===== src/rtl/lanectrl_pause_sequencer.sv =====
// Round-robin HS I/O clock pause sequencer: setup/grant/hold/recover framing per requester.
// Optional grant watchdog built when PAUSE_SEQ_TIMEOUT_EN is defined.
module lanectrl_pause_sequencer #(
  parameter int unsigned NUM_REQ        = 4,
  parameter int unsigned CNT_W          = 4,
  parameter int unsigned SETUP_CYCLES   = 2,
  parameter int unsigned HOLD_CYCLES    = 2,
  parameter int unsigned RECOVER_CYCLES = 4,
  parameter int unsigned TIMEOUT_CYCLES = 15
) (
  input  logic               CLK,
  input  logic               RESET,
  input  logic [NUM_REQ-1:0] REQ,
  input  logic [NUM_REQ-1:0] DONE,
  output logic [NUM_REQ-1:0] GNT,
  output logic               HS_IO_CLK_PAUSE,
  output logic               BUSY,
  output logic               TIMEOUT_ERR
);

  localparam int unsigned IdxW  = $clog2(NUM_REQ);
  localparam int unsigned IdxW1 = IdxW + 1;

  localparam logic [CNT_W-1:0] SetupLd   = CNT_W'(SETUP_CYCLES - 1);
  localparam logic [CNT_W-1:0] HoldLd    = CNT_W'(HOLD_CYCLES - 1);
  localparam logic [CNT_W-1:0] RecoverLd = CNT_W'(RECOVER_CYCLES - 1);

  typedef enum logic [2:0] {StIdle, StSetup, StGrant, StHold, StRecover} state_e;

  state_e             state_q;
  logic [CNT_W-1:0]   cnt_q;
  logic [IdxW-1:0]    sel_q;
  logic [IdxW-1:0]    rr_ptr_q;
  logic [NUM_REQ-1:0] gnt_q;
  logic               pause_q;

  logic               pick_valid;
  logic [IdxW-1:0]    pick_idx;
  logic [IdxW:0]      cand;
  logic [IdxW-1:0]    rr_next;

  // First requester at or after rr_ptr, wrapping around NUM_REQ.
  always_comb begin
    pick_valid = 1'b0;
    pick_idx   = '0;
    cand       = '0;
    for (int unsigned i = 0; i < NUM_REQ; i++) begin
      cand = {1'b0, rr_ptr_q} + IdxW1'(i);
      if (cand >= IdxW1'(NUM_REQ)) cand = cand - IdxW1'(NUM_REQ);
      if (!pick_valid && REQ[cand[IdxW-1:0]]) begin
        pick_valid = 1'b1;
        pick_idx   = cand[IdxW-1:0];
      end
    end
  end

  assign rr_next = (sel_q == IdxW'(NUM_REQ - 1)) ? '0 : sel_q + 1'b1;

`ifdef PAUSE_SEQ_TIMEOUT_EN
  localparam logic [CNT_W-1:0] TimeoutLd = CNT_W'(TIMEOUT_CYCLES - 1);
  logic err_q;
  assign TIMEOUT_ERR = err_q;
`else
  assign TIMEOUT_ERR = 1'b0;
`endif

  always_ff @(posedge CLK or posedge RESET) begin
    if (RESET) begin
      state_q  <= StIdle;
      cnt_q    <= '0;
      sel_q    <= '0;
      rr_ptr_q <= '0;
      gnt_q    <= '0;
      pause_q  <= 1'b0;
`ifdef PAUSE_SEQ_TIMEOUT_EN
      err_q    <= 1'b0;
`endif
    end else begin
`ifdef PAUSE_SEQ_TIMEOUT_EN
      err_q <= 1'b0;
`endif
      case (state_q)
        StIdle: begin
          if (pick_valid) begin
            state_q <= StSetup;
            sel_q   <= pick_idx;
            cnt_q   <= SetupLd;
            pause_q <= 1'b1;
          end
        end
        StSetup: begin
          if (cnt_q != '0) begin
            cnt_q <= cnt_q - 1'b1;
          end else if (REQ[sel_q]) begin
            state_q <= StGrant;
            gnt_q   <= NUM_REQ'(1) << sel_q;
`ifdef PAUSE_SEQ_TIMEOUT_EN
            cnt_q   <= TimeoutLd;
`endif
          end else begin
            // Requester withdrew during setup: close the window without a grant.
            state_q  <= StHold;
            cnt_q    <= HoldLd;
            rr_ptr_q <= rr_next;
          end
        end
        StGrant: begin
          if (DONE[sel_q]) begin
            state_q  <= StHold;
            gnt_q    <= '0;
            cnt_q    <= HoldLd;
            rr_ptr_q <= rr_next;
          end
`ifdef PAUSE_SEQ_TIMEOUT_EN
          else if (cnt_q == '0) begin
            state_q  <= StHold;
            gnt_q    <= '0;
            cnt_q    <= HoldLd;
            rr_ptr_q <= rr_next;
            err_q    <= 1'b1;
          end else begin
            cnt_q <= cnt_q - 1'b1;
          end
`endif
        end
        StHold: begin
          if (cnt_q != '0) begin
            cnt_q <= cnt_q - 1'b1;
          end else begin
            state_q <= StRecover;
            pause_q <= 1'b0;
            cnt_q   <= RecoverLd;
          end
        end
        StRecover: begin
          if (cnt_q != '0) begin
            cnt_q <= cnt_q - 1'b1;
          end else begin
            state_q <= StIdle;
          end
        end
        default: begin
          state_q <= StIdle;
          gnt_q   <= '0;
          pause_q <= 1'b0;
        end
      endcase
    end
  end

  assign GNT             = gnt_q;
  assign HS_IO_CLK_PAUSE = pause_q;
  assign BUSY            = (state_q != StIdle);

endmodule


===== config.mk =====
export PLATFORM = sky130hd
export DESIGN_NAME = lanectrl_pause_sequencer
export DESIGN_NICKNAME = d
export VERILOG_FILES = /design/src/rtl/lanectrl_pause_sequencer.sv
export SDC_FILE = /design/constraint.sdc
export NUM_CORES = 1
export LEC_CHECK = 0
export BUFFER_PORTS_ARGS = -buffer_cell sky130_fd_sc_hd__buf_2
export CELL_PAD_IN_SITES_DETAIL_PLACEMENT = 0
export CELL_PAD_IN_SITES_GLOBAL_PLACEMENT = 2
export CORE_MARGIN = 5
export CORE_UTILIZATION = 35
export CTS_BUF_LIST = sky130_fd_sc_hd__clkbuf_8
export CTS_CLUSTER_SIZE = 8
export DETAILED_ROUTE_END_ITERATION = 8
export PLACE_DENSITY_LB_ADDON = 0.12
export SYNTH_ARGS = -nofsm -noshare
export SYNTH_HDL_FRONTEND = slang
export SYNTH_SLANG_ARGS = --single-unit

===== constraint.sdc =====
create_clock -name CLK -period 2.2 [get_ports CLK]
set_input_delay 0.22 -clock CLK [delete_from_list [all_inputs] [get_ports CLK]]
set_output_delay 0.22 -clock CLK [all_outputs]
set_load 0.01 [all_outputs]

======== Word-level counts from Yosys, hierarchy flattened ========
Cells that the tools add are included.
word-level totals
  register bits after elaboration ......... 16
  bits in latches ......................... 0
  memory bits (writable) .................. 0
  ROM bits ................................ 0
  input port bits ......................... 10
  logic and storage cells ................. 110
  memories kept ........................... 0
operators by class
  $add $sub $neg .......................... 9
  multiply operators ...................... 0
  div/mod/pow operators ................... 0
  $lt $le $gt $ge ......................... 9
  equality and inequality tests ........... 14
  shift-type cells ........................ 1
  mux-type cells .......................... 50
  bitwise operators ....................... 2
  reduce and logical (&&, ||, !) cells .... 19
operator list
  kind                                                        number
  two-way mux 4 bit                                           9
  two-way mux 2 bit                                           12
  one-hot mux 4 bit (5 select lines)                          1
  inequality test 2 bit, second input constant                8
  less-than comparator 2 x 3 -> 1 bit, second input constant  5
  two-way mux 3 bit                                           5
  one-hot mux 3 bit (5 select lines)                          1
  two-way mux 1 bit                                           13
  binary-select mux 1 bit (select 2 bit)                      6
  one-hot mux 4 bit (3 select lines)                          1
  AND reduction 5 bit                                         2
  >= comparator 3 bit, second input constant                  3
  AND reduction 4 bit                                         2
  subtractor 2 x 1 -> 2 bit, second input constant            4
  adder 2 x 2 -> 3 bit, second input constant                 2
  == test 3 x 2 -> 1 bit, second input constant               2
  OR reduction 3 bit                                          2
  nonzero test 5 bit                                          1
  one-hot mux 2 bit (2 select lines)                          1
  nonzero test 4 bit                                          1
  << shifter 1 x 2 -> 4 bit, first input constant             1
  subtractor 4 x 1 -> 4 bit, second input constant            1
  adder 2 x 1 -> 3 bit, second input constant                 1
  == test 3 x 1 -> 1 bit, second input constant               1
  14 further kinds                                            19

======== Longest topological paths before layout ========
Gate-level depths: netlist of the first run.
  depth in word-level cells ............... 16
  gate-level depth with buffers ........... 7

======== Worst setup path after synthesis of the first run ========
OpenSTA, ideal clock, no wires.
  path kind ............................... register -> register
  start ................................... reg cnt_q[0]
  end ..................................... reg rr_ptr_q[0]
  setup time .............................. 0.125 ns
  data arrival time ....................... 1.911 ns
  setup slack ............................. 0.165 ns
  stages on the path, launching flop included .. 8
  path buffers ............................ 0
  period minus slack after synthesis ...... 2.035 ns
  cells stage by stage .................... dfrtp_1 > inv_1 > ha_1 > nor3b_2 > nand2_1 > or3_1 > a21oi_2 > mux2_2
on the way
  cells in the longest elaborated chain, start to end .. 3
ends and longest elaborated chain
  what                             line  text
  from (decl)                      31    logic [CNT_W-1:0] cnt_q;
  from (signal assigned)           87    cnt_q <= SetupLd;
  from (signal assigned)           93    cnt_q <= cnt_q - 1'b1;
  from (signal assigned)           103   cnt_q <= HoldLd;
  nonzero test 4 bit               92    if (cnt_q != '0) begin
  inequality test 2 bit (no line)  -
  AND reduction 4 bit (no line)    -
  to (signal assigned)             104   rr_ptr_q <= rr_next;
  to (signal assigned)             112   rr_ptr_q <= rr_next;
  to (decl)                        33    logic [IdxW-1:0] rr_ptr_q;
Every way passes these cells.
A chain may end at the register's enable or synchronous reset.

======== Worst setup path in the final report of the first run ========
Same ends and word-level chain as after synthesis.

==> flow_metrics.py, run 1 <==
metrics = {
    "placement": {
        "gp_congestion": 0.813,
        "dp_hpwl_mm": 1.67,
        "place_ws_ns": 0.208,
        "portBuffers": 15,
    },
    "drt": {
        "wl_per_cell_um": 13.8,
        "antenna_left": 0,
        "drc": 0,
        "vias": 852,
        "finalWirelength_mm": 2.15,
        "dr.pass1.iters": 4,
        "routed_via_density": 5.46,
        "drt_iter0_drc": 54,
    },
    "worst_setup_path": {
        "critPathLaunch": "cnt_q[0]",
        "crit_slowest_cell": "dfrtp_1",
        "slowest_delay_ns": 0.39,
        "crit_chain": "inv_1, ha_1, nor3b_2, nand2_1, or3_1, a21oi_2, mux2_2",
        "worstPathArrival_ns": 2.14,
        "path_class": "reg2reg",
        "worst-path-buf-inv": 1,
        "end_kind": "flop",
        "cp-start-kind": "flop",
        "timing.rr.start": "cnt_q[0]",
        "crit_fanout": 4,
        "critPathRequiredTime_ns": 2.33,
        "critPathTopFamily": "simple AND/OR/NAND/NOR gates",
    },
    "clocking": {
        "path_clk_slew_ns": 0.06,
        "cts_buffers": 3,
        "cts_setup_buffers": 0,
        "cts_tree": "built",
        "root_buffer": "clkbuf_8",
        "cts_hold_buf": 0,
        "cts.sinks": 16,
        "ctsResizeCount": 0,
        "cts_buffer_depth": 2,
        "clock_latency_ns": 0.25,
        "htree_levels": 1,
    },
    "min_path": {
        "hp-class": "in2async",
    },
    "global_route": {
        "track_usage_pct": 11.4,
        "antenna_found_initial": 0,
        "grt_overflow_total": 0,
        "grt_pass1_wl_mm": 3.71,
        "grt_pass1_vias": 833,
        "grt_max_degree": 17,
    },
    "synthesis": {
        "yosysSeqAreaShare_pct": 40.0,
        "synth_edf_count": 0,
        "synth-seq-cells": 16,
        "synth-warning-count": 0,
        "synthesis.nets": 124,
        "syn_area_per_cell_um2": 9.27,
        "synth_top_flop_cell": "dfrtp_1",
        "synthesis.instances": 108,
        "synth-async-reset-ratio_pct": 100,
        "synthesis.area_um2": 1000,
        "synth_cell_types": 34,
    },
    "timing": {
        "fin_skew_ns": 0.00155,
        "setup_viol": 0,
        "slew_headroom_pct": 58.5,
        "rsz0062_at_grt": "no",
        "hold_viol_final": 0,
        "layout_setup_ws_ns": 0.194,
        "fin_crit_ns": 2.01,
        "fmax_mhz": 498,
        "finalSetupTns_ns": 0,
        "finalCritPeriodShare_pct": 91.2,
        "slew_violations": 0,
        "worstMarginPinSlew_ns": 0.622,
    },
    "run_status": {
        "status": "complete, no violations",
    },
    "finish": {
        "drive_above_1_share_pct": 25.6,
        "diodes": 0,
        "area_delta_synth_final_pct": 16.3,
        "num-nets-final": 142,
    },
    "run": {
        "drv_cap": 0,
    },
    "floorplan": {
        "die_y_um": 63.5,
        "die_w_um": 63.5,
        "die_area_um2": 4030,
        "core_um2": 2760,
        "row_count": 19,
        "start_util_pct": 36.3,
        "pin_count": 17,
    },
    "power_and_ir_drop": {
        "ir_drop_v": 0.000616,
        "power_w": 0.00151,
        "p_sw_w": 0.000599,
        "swShare_pct": 39.7,
        "powerDensity_nw_per_um2": 1300,
        "power.share.combinational_pct": 44.9,
        "seqPwrFrac_pct": 38.1,
        "pwr-share-clk_pct": 17.1,
        "p_int_w": 0.000911,
        "p_leak_nw": 0.548,
    },
}
## registers in the layout, indices dropped and copies added, names as in the netlist
register	flops
GNT	4
HS_IO_CLK_PAUSE	1
state_q	3
sel_q	2
rr_ptr_q	2
cnt_q	4
## kinds of logic after synthesis
logic type	Yosys count	synth area share, %
muxes	6	7.87
AOI/OAI and AO/OA	33	21.6
other	1	0.375
adders and majority gates	6	7.50
and+or+nand+nor	33	16.6
buffers and inverters	12	5.13
xor gates and xnor gates	1	0.875
DFF	16	40.0
## layout make-up
type	instances	area, um^2
inverters	8	30.0
repair buffers	17	90.1
well taps	31	38.8
clock buffers	4	55.1
multi-input cells	80	549
flip-flops and latches	16	400
fillers	300	1590
## metrics by stage
step                      std cells  hold slack [ns]  instance area [um^2]  util (%)
after detailed placement        152            0.341                  1110      40.2
after global routing            156            0.109                  1160      42.2
after floorplan                 108            0.134                  1000         -
after CTS                       156           0.0674                  1160      42.2
after global placement          152            0.335                  1110      40.2
final                           156           0.0438                  1160      42.2
## final timing paths
check / to / slack (ns) / cells past startpoint
worst max register to register: rr_ptr_q[0] / 0.19 / 7
max in group asynchronous: rr_ptr_q[1] / 1.76 / 2
min in group CLK: sel_q[1] / 0.35 / 3
worst min register to register: GNT[0] / 0.50 / 1
worst min-delay path: cnt_q[1] / 0.04 / 2
worst max-delay path: rr_ptr_q[0] / 0.19 / 7
## cell usage after synthesis, types with 2 or more instances
| cell | instances | area, um^2 |
|---|---|---|
| nor2_1 | 11 | 41.3 |
| nand2b_1 | 2 | 12.5 |
| o21ai_0 | 6 | 30.0 |
| inv_1 | 8 | 30.0 |
| a21o_1 | 2 | 15.0 |
| ha_1 | 6 | 75.1 |
| a22o_1 | 4 | 35.0 |
| nand2_1 | 9 | 33.8 |
| or3_1 | 2 | 12.5 |
| dfrtp_1 | 16 | 400 |
| mux2_2 | 5 | 56.3 |
| buf_2 | 2 | 10.0 |
| a21oi_1 | 7 | 35.0 |
| a31oi_1 | 2 | 12.5 |
| o22ai_1 | 5 | 31.3 |
| o221ai_1 | 2 | 17.5 |
| nand3_1 | 2 | 10.0 |
## layout by cell type (no fill, tap or decap), types with 2 or more instances in the layout
master	n
dfrtp_1	16
clkbuf_8	4
a22o_1	4
inv_1	8
nand3_1	2
nor2_1	11
a21oi_1	7
mux2_2	5
o22ai_1	5
ha_1	6
a21o_1	2
nand2_1	9
buf_4	2
o21ai_0	6
or3_1	2
nand2b_1	2
buf_2	15
o221ai_1	2
a31oi_1	2
## metal layers
layer  GRT usage, %  wire length [um]  vias to the layer above
met4           4.68                27                        0
met5              0                 0                        -
met2           18.3              1070                       11
met3           2.13                62                        4
li1               -                 -                      420
met1           14.9               984                      417
## worst reg2reg max path: stages, from the launching register on
cell	delay (ns)
dfrtp_1	0.39
inv_1	0.12
ha_1	0.15
nor3b_2	0.20
nand2_1	0.14
or3_1	0.36
a21oi_2	0.19
mux2_2	0.35
## power by group through the flow
stage | logic, W | registers [W] | clock network [W]
floorplan | 0.000523 | 0.000537 | 0
global placement | 0.000681 | 0.000581 | 0
detailed placement | 0.000685 | 0.000582 | 0
CTS | 0.000685 | 0.000578 | 0.000269
global route | 0.000771 | 0.000603 | 0.000277
finish | 0.000678 | 0.000575 | 0.000258
Power figures use the tool's default switching activity.
==> run 2, diff against run 1 <==
Settings changed: BUFFER_PORTS_ARGS -buffer_cell sky130_fd_sc_hd__buf_2 to not set, CORE_UTILIZATION 35 to 39, DONT_BUFFER_PORTS set to 1.
==> run 2 against run 1 <==
  * Final area shrank 5.1%
  * Wire length shrank 1.3%
  * Largest power group unchanged
  * Global-route usage grew 2.1 points
==> flow_metrics.py, run 2 (same netlist as run 1, synthesis figures left out) <==
metrics = {
    "global_route": {
        "grt_max_degree": 17,
        "antenna_found_initial": 0,
        "grt_overflow_total": 0,
        "grt_pass1_wl_mm": 3.63,
        "track_usage_pct": 13.5,
        "grt_pass1_vias": 787,
    },
    "finish": {
        "diodes": 0,
        "num-nets-final": 129,
        "layout_common_cells": "dfrtp_1, nor2_1, nand2_1",
        "area_delta_synth_final_pct": 10.4,
        "drive_above_1_share_pct": 16.1,
        "final_common_cell": "dfrtp_1",
    },
    "drt": {
        "finalWirelength_mm": 2.12,
        "dr_wl_met3_um": 51,
        "vias": 781,
        "drt_iter0_drc": 34,
        "wl_met2_mm": 1.03,
        "dr.pass1.iters": 3,
        "routed_via_density": 5.50,
        "drc": 0,
        "antenna_left": 0,
        "wl_per_cell_um": 14.9,
        "highest_layer": "met4",
        "wl_met1_mm": 1.02,
    },
    "clocking": {
        "ctsResizeCount": 0,
        "clock_latency_ns": 0.25,
        "htree_levels": 1,
        "root_buffer": "clkbuf_8",
        "cts_setup_buffers": 0,
        "cts_hold_buf": 1,
        "cts_buffers": 3,
        "cts_tree": "built",
        "cts.sinks": 16,
        "cts_buffer_depth": 2,
        "path_clk_slew_ns": 0.06,
    },
    "worst_setup_path": {
        "end_kind": "flop",
        "path_class": "reg2reg",
        "crit_fanout": 8,
        "crit_slowest_cell": "dfrtp_1",
        "critPathRequiredTime_ns": 2.33,
        "r2r_end": "cnt_q[1]",
        "slowest_delay_ns": 0.40,
        "timing.rr.start": "cnt_q[1]",
        "cp-start-kind": "flop",
        "reg2reg_depth": 8,
        "r2r_setup_slack_ns": 0.19,
        "critPathTopFamily": "flip-flops",
        "worst-path-buf-inv": 2,
        "crit_chain": "inv_1, ha_1, nor3b_2, buf_4, and3b_2, o21ai_1, o311a_2, mux2_2",
        "worstPathArrival_ns": 2.15,
    },
    "min_path": {
        "hold_start": "REQ[3]",
        "hp-class": "in2reg",
        "whs_endpoint": "sel_q[1]",
        "min_path_cells": 2,
    },
    "floorplan": {
        "row_count": 18,
        "pin_count": 17,
        "die_w_um": 60.7,
        "start_util_pct": 40.4,
        "die_y_um": 60.7,
        "die_area_um2": 3680,
        "core_um2": 2480,
    },
    "power_and_ir_drop": {
        "p_leak_nw": 0.493,
        "powerDensity_nw_per_um2": 1330,
        "ir_drop_v": 0.000610,
    },
    "timing": {
        "slew_violations": 0,
        "fmax_mhz": 497,
        "hold_viol_final": 0,
        "finalSetupTns_ns": 0,
        "rsz0062_at_grt": "no",
        "layout_setup_ws_ns": 0.189,
        "finalCritPeriodShare_pct": 91.4,
        "fin_crit_ns": 2.01,
        "fin_skew_ns": 0.00330,
        "worstMarginPinSlew_ns": 0.597,
        "slew_headroom_pct": 60.1,
        "setup_viol": 0,
    },
    "run": {
        "drv_cap": 0,
    },
    "run_status": {
        "status": "complete, no violations",
    },
    "placement": {
        "gp_congestion": 0.747,
        "dp_hpwl_mm": 1.66,
        "place_ws_ns": 0.202,
        "portBuffers": 0,
    },
}
[run 2: changes by cell type in the layout (fill, tap and decap cells not counted)]
cell | before | now
buf_2 | 15 | 0
buf_4 | 2 | 3
dlygate4sd3_1 | 0 | 1
[run 2: how the worst max path moves through the flow]
stage | from | to | slack, ns | cells past startpoint
after CTS | cnt_q[0] | cnt_q[1] | 0.18 | 8
after floorplan | cnt_q[0] | rr_ptr_q[0] | 0.16 | 7
final | cnt_q[1] | cnt_q[1] | 0.19 | 8
after global placement | cnt_q[1] | cnt_q[1] | 0.24 | 8
after global routing | cnt_q[0] | cnt_q[1] | 0.11 | 8
after detailed placement | cnt_q[0] | cnt_q[1] | 0.20 | 8
[run 2: layer usage]
layer | global-route usage (%) | vias up
li1 | - | 396
met4 | 3.72 | 0
met3 | 3.83 | 2
met1 | 17.8 | 375
met2 | 21.7 | 8
met5 | 0 | -
[run 2: through the flow]
stage	std cells	util [%]	area (um^2)	power [W]	hold WS [ns]
global placement	137	42.0	1040	0.00123	0.217
floorplan	108	-	1000	0.00106	0.134
detailed placement	137	42.0	1040	0.00123	0.212
CTS	142	44.6	1100	0.00149	0.202
finish	142	44.6	1100	0.00147	0.204
global route	142	44.6	1100	0.00160	0.203
[run 2: where the power goes]
group | switching, W | internal, W
clock network | 0.0000964 | 0.000159
registers | 0.000173 | 0.000419
logic | 0.000311 | 0.000309
total | 0.000581 | 0.000887
[run 2: worst reg2reg max path: cells and delay by family (launching register included)]
kind,cells,cell delay (ns)
DFF,1,0.40
and+or+nand+nor,2,0.38
AOI/OAI and AO/OA,2,0.37
muxes,1,0.34
buffers and inverters,2,0.24
adders and majority gates,1,0.17
[run 2: cell type report]
class                           count  area, um^2
Fill cell                         262        1370
Multi-Input combinational cell     80         549
Sequential cell                    16         400
Clock buffer                        4        55.1
Tap cell                           30        37.5
Timing Repair Buffer                4        32.5
Inverter                            8        30.0
